**src/rtl/l2_arbiter.sv**
```systemverilog
// l2_arbiter
// Multiplexes the L1 instruction cache and the L1 data cache onto the single
// line-wide L2 request port. A grant latches the winner's request and holds it
// unchanged on the L2 port until mem_resp. The read data is then returned to
// the winner together with a one-cycle resp pulse.
//
// Build option: define L2_ARB_ROUND_ROBIN_EN to alternate grants when I and D
// request in the same cycle. Without it, D always wins over I.
// A single requester is granted the same way in both builds.
module l2_arbiter #(
  parameter int s_line = 256,
  parameter int s_mask = s_line / 8
) (
  input  logic              clk,
  input  logic              rst_n,

  // L1 instruction cache (read-only)
  input  logic [31:0]       i_address,
  input  logic              i_read,
  output logic              i_resp,
  output logic [s_line-1:0] i_rdata256,

  // L1 data cache (reads and full-line writebacks)
  input  logic [31:0]       d_address,
  input  logic              d_read,
  input  logic              d_write,
  input  logic [s_line-1:0] d_wdata256,
  input  logic [s_mask-1:0] d_byte_enable256,
  output logic              d_resp,
  output logic [s_line-1:0] d_rdata256,

  // L2 request port
  output logic [31:0]       mem_address,
  output logic              mem_read,
  output logic              mem_write,
  output logic [s_line-1:0] mem_wdata256,
  output logic [s_mask-1:0] mem_byte_enable256,
  input  logic              mem_resp,
  input  logic [s_line-1:0] mem_rdata256
);

  typedef enum logic [1:0] {
    IDLE  = 2'd0,
    SERVE = 2'd1,
    RESP  = 2'd2
  } state_e;

  typedef enum logic {
    OWN_I = 1'b0,
    OWN_D = 1'b1
  } owner_e;

  state_e            state_q;
  owner_e            owner_q;
  logic              mem_read_q;
  logic              mem_write_q;
  logic [31:0]       mem_address_q;
  logic [s_line-1:0] mem_wdata_q;
  logic [s_mask-1:0] mem_be_q;
  logic              i_resp_q;
  logic              d_resp_q;
  logic [s_line-1:0] i_rdata_q;
  logic [s_line-1:0] d_rdata_q;

  // Request that would be latched if a grant happens at this edge
  logic              d_req;
  logic              any_req;
  owner_e            owner_d;
  logic              write_d;
  logic [31:0]       address_d;
  logic [s_line-1:0] wdata_d;
  logic [s_mask-1:0] be_d;

`ifdef L2_ARB_ROUND_ROBIN_EN
  owner_e            last_grant_q;
`endif

  assign d_req   = d_read | d_write;
  assign any_req = d_req | i_read;

  // Arbitrate between I and D and shape the winner's L2 request.
  always_comb begin
    // NOTE: every signal gets a default first so no path through this block infers a latch.
    owner_d   = OWN_I;
    write_d   = 1'b0;
    address_d = i_address;
    wdata_d   = '0;
    be_d      = '1;

`ifdef L2_ARB_ROUND_ROBIN_EN
    if (d_req && i_read) begin
      owner_d = (last_grant_q == OWN_D) ? OWN_I : OWN_D;
    end else if (d_req) begin
      owner_d = OWN_D;
    end else begin
      owner_d = OWN_I;
    end
`else
    if (d_req) begin
      owner_d = OWN_D;
    end
`endif

    if (owner_d == OWN_D) begin
      address_d = d_address;
      // A writeback wins over a read when the D-side raises both.
      if (d_write) begin
        write_d = 1'b1;
        wdata_d = d_wdata256;
        be_d    = d_byte_enable256;
      end
    end
  end

  // Transaction FSM: latch on grant, hold the L2 request, pulse resp for one cycle.
  always_ff @(posedge clk or negedge rst_n) begin
    if (!rst_n) begin
      state_q       <= IDLE;
      owner_q       <= OWN_I;
      mem_read_q    <= 1'b0;
      mem_write_q   <= 1'b0;
      mem_address_q <= '0;
      mem_wdata_q   <= '0;
      mem_be_q      <= '0;
      i_resp_q      <= 1'b0;
      d_resp_q      <= 1'b0;
      // NOTE: the returned-data registers are reset as well, because their value is visible on the ports right after reset.
      i_rdata_q     <= '0;
      d_rdata_q     <= '0;
    end else begin
      // NOTE: sequential state uses non-blocking assignments so every register samples pre-edge values.
      case (state_q)
        IDLE: begin
          // Request lines are looked at only here; mem_resp is ignored.
          if (any_req) begin
            owner_q       <= owner_d;
            mem_read_q    <= ~write_d;
            mem_write_q   <= write_d;
            mem_address_q <= address_d;
            mem_wdata_q   <= wdata_d;
            mem_be_q      <= be_d;
            state_q       <= SERVE;
          end
        end

        SERVE: begin
          if (mem_resp) begin
            mem_read_q  <= 1'b0;
            mem_write_q <= 1'b0;
            if (owner_q == OWN_D) begin
              d_resp_q <= 1'b1;
              // A writeback returns no data, so d_rdata256 keeps its old line.
              if (!mem_write_q) begin
                d_rdata_q <= mem_rdata256;
              end
            end else begin
              i_resp_q  <= 1'b1;
              i_rdata_q <= mem_rdata256;
            end
            state_q <= RESP;
          end
        end

        RESP: begin
          i_resp_q <= 1'b0;
          d_resp_q <= 1'b0;
          state_q  <= IDLE;
        end

        default: begin
          mem_read_q  <= 1'b0;
          mem_write_q <= 1'b0;
          i_resp_q    <= 1'b0;
          d_resp_q    <= 1'b0;
          state_q     <= IDLE;
        end
      endcase
    end
  end

`ifdef L2_ARB_ROUND_ROBIN_EN
  // Remember the most recent winner so a later tie goes to the other port.
  always_ff @(posedge clk or negedge rst_n) begin
    if (!rst_n) begin
      last_grant_q <= OWN_I;
    end else if (state_q == IDLE && any_req) begin
      last_grant_q <= owner_d;
    end
  end
`endif

  assign mem_read           = mem_read_q;
  assign mem_write          = mem_write_q;
  assign mem_address        = mem_address_q;
  assign mem_wdata256       = mem_wdata_q;
  assign mem_byte_enable256 = mem_be_q;
  assign i_resp             = i_resp_q;
  assign d_resp             = d_resp_q;
  assign i_rdata256         = i_rdata_q;
  assign d_rdata256         = d_rdata_q;

endmodule

```
**config.mk**
```make
export PLATFORM = sky130hd
export DESIGN_NAME = l2_arbiter
export DESIGN_NICKNAME = d
export VERILOG_FILES = /design/src/rtl/l2_arbiter.sv
export SDC_FILE = /design/constraint.sdc
export NUM_CORES = 1
export LEC_CHECK = 0
export ABC_AREA = 1
export ABC_CLOCK_PERIOD_IN_PS = 1800
export BUFFER_PORTS_ARGS = -buffer_cell sky130_fd_sc_hd__buf_2
export CORE_AREA = 4 4 557 559
export DETAILED_ROUTE_END_ITERATION = 12
export DIE_AREA = 0 0 561 563
export PLACE_DENSITY = 0.3
export SETUP_SLACK_MARGIN = 0.15
export SYNTH_ARGS = -nofsm -noshare
export SYNTH_HDL_FRONTEND = slang
export SYNTH_SLANG_ARGS = --single-unit
```
**constraint.sdc**
```tcl
create_clock -name clk -period 1.8 [get_ports clk]
set_input_delay 0.27 -clock clk [delete_from_list [all_inputs] [get_ports clk]]
set_output_delay 0.27 -clock clk [all_outputs]
set_load 0.1 [all_outputs]
```
==> flow_summary.ini <==
[route]
via_count = 36200
first_pass_iters = 5
viasPerCell = 3.48
wl_per_cell_um = 24.4
ant_nets = 0
routed_wl_um = 254000
drtIter0Drc = 2165
drc_errors = 0

[sta]
period_share_pct = 102
worst_pin_slew_ns = 0.639
drv_slew = 0
fin_crit_ns = 1.84
slew-limit-headroom_pct = 57.4
clock_skew_ns = 0.0440
fin_setup_tns_ns = -0.0692
fmax_mhz = 544
setup_viol = 3
final_hold_viol_count = 0
rsz0062_at_grt = true
layout_setup_ws_ns = -0.0398

[placed_design]
pre_cts_ws_ns = 0.00206
dp.cells = 9196
io_buffers = 1449
dpl.hpwl_um = 190000
gp_congestion = 0.867

[layout]
fillers = 32800
drive_gt1_share_pct = 39.4
mostFrequentLayoutCells = nand2_1 (1312), buf_12 (900), dfrtp_1 (767), dlygate4sd3_1 (613), buf_2 (611)
syn_to_final_growth_pct = 125
multiInputGateArea_um2 = 10800
nets = 6792
mostFrequentLayoutCell = nand2_1
seqCellArea_um2 = 21100
layoutNonFillerInstCount = 10400

[grt]
grt_use_total_pct = 14.7
grt_max_degree = 95
grt_pass1_vias = 37000
grt_pass1_wl_um = 326000
antenna_found_initial = 151
gr-total-overflow = 0

[status]
violations = negative setup slack
status = finished, violations left

[floorplan]
initial_core_util_pct = 10.8
die_width_um = 561
core_area_um2 = 305000
std_cell_rows = 203
boundaryPins = 1450
die_h_um = 563
die-area_um2 = 316000

[synthesis]
seq_area_frac_synth_pct = 63.4
yosys_warnings = 0
syn_inst = 3717
syn_area_per_cell_um2 = 8.90
synthesis.nets = 4331
synth_top_area_cell = dfrtp_1
ys_ff_latch = 839
synth_cell_types = 17
synthTopCellsByArea = dfrtp_1 (63%), nand2_1 (17%), o21ai_0 (7.8%)
synth_top_area_share_pct = 63.4
synth_area_um2 = 33100

[setup_path]
crit_type = reg2out
worstSetupStartpointType = flip-flop
max_stage_delay_ns = 0.41
cp.arrival_ns = 1.57
slowest_stage = dfrtp_2
reg2reg_from = mem_write$_DFFE_PN0P_
reg2reg_depth = 9
critPathLaunch = d_rdata256[26]$_DFFE_PN0P_
cp.required_ns = 1.53
critPathMaxFanout = 2
crit_chain = buf_12 -> buf_12
rrSetupSlack_ns = 0.03
crit_top_cell = buf_12
critPathCaptureType = primary output

[hold_path]
hold_class = in2reg
worstHoldStart = d_write
whs_path_depth = 4

[flow_run]
maxCapViolCount = 0

[cts]
cts_buffers = 117
clk-insertion-delay-late_ns = 0.85
clk_pin_slew_worst_paths_ns = 0.06
tritoncts = yes
root_buffer = clkbuf_16
cts.sinks = 839
ctsHtreeMaxLevel = 3
clockBufferDepth = 4
critical path, delay by kind of cell, from the launching register on:
family	cells	cell delay [ns]
buffers and inverters	2	0.30
DFF	1	0.41
stage by stage:
stage                     hold slack [ns]  util [%]  area, um^2
after floorplan                   -0.0256         -       33100
final                              0.0601      24.4       74500
after CTS                          0.0212      23.2       70700
after global placement              0.358      15.3       46700
after global routing             -0.00252      24.4       74400
after detailed placement            0.356      15.3       46700
final timing paths:
| check | end |
|---|---|
| worst min-delay path | owner_q$_DFFE_PN0P_ |
| worst max register to register | d_rdata256[93]$_DFFE_PN0P_ |
| min in group asynchronous | d_rdata256[129]$_DFFE_PN0P_ |
| max in group asynchronous | mem_wdata256[127]$_DFFE_PN0P_ |
| worst max-delay path | d_rdata256[26] |
| worst min register to register | mem_wdata256[227]$_DFFE_PN0P_ |
cell type report:
cell class	count	share of cell area, %
Timing Repair Buffer	2586	43.5
Sequential cell	839	28.3
Multi-Input combinational cell	2336	14.5
Tap cell	4100	6.89
Clock buffer	162	4.48
Inverter	298	1.51
Clock inverter	46	0.669
Antenna cell	42	0.141
cell usage after synthesis (all sizes together):
cell type / count
nand2: 1487
a21oi: 32
o21ai: 516
clkbuf: 140
dfrtp: 839
nand4: 2
nor2: 39
buf: 105
inv: 298
nand3: 259
layer usage:
metal / vias up / track usage (%) / wire length [um]
li1: 16700 / - / -
met1: 17600 / 18.1 / 104000
met2: 1529 / 24.1 / 119000
met3: 342 / 5.60 / 24400
met4: 66 / 3.39 / 6580
met5: - / 0 / 400
cell families (layout without fill, tap and decap cells):
| family | Yosys count | in the layout | share of synthesized area, % |
|---|---|---|---|
| flops | 839 | 839 | 63.4 |
| compound gates | 548 | 548 | 8.29 |
| buf+inv | 543 | 3092 | 6.93 |
| simple gates | 1787 | 1788 | 21.3 |
| other cells | 0 | 42 | 0 |
sequential cells by signal, summed over array words and instances (netlist names):
signal              count
mem_write               1
d_rdata256            256
i_rdata256            256
mem_byte_enable256     32
mem_address            32
i_resp                  1
state_q                 2
owner_q                 1
mem_wdata256          256
mem_read                1
d_resp                  1
repair_timing:
action / in CTS / in global routing
resized for setup: 3348 / 492
endpoints found under the setup margin: 1128 / 1552
pin swaps: 5 / 57
hold endpoints to repair: 1383 / 0
hold buffers: 615 / 0
buffers inserted: 122 / 161
cloned: 18 / 49
Power is not shown: default switching activity piles up to over one toggle a cycle in this logic, so the estimate is an artifact.
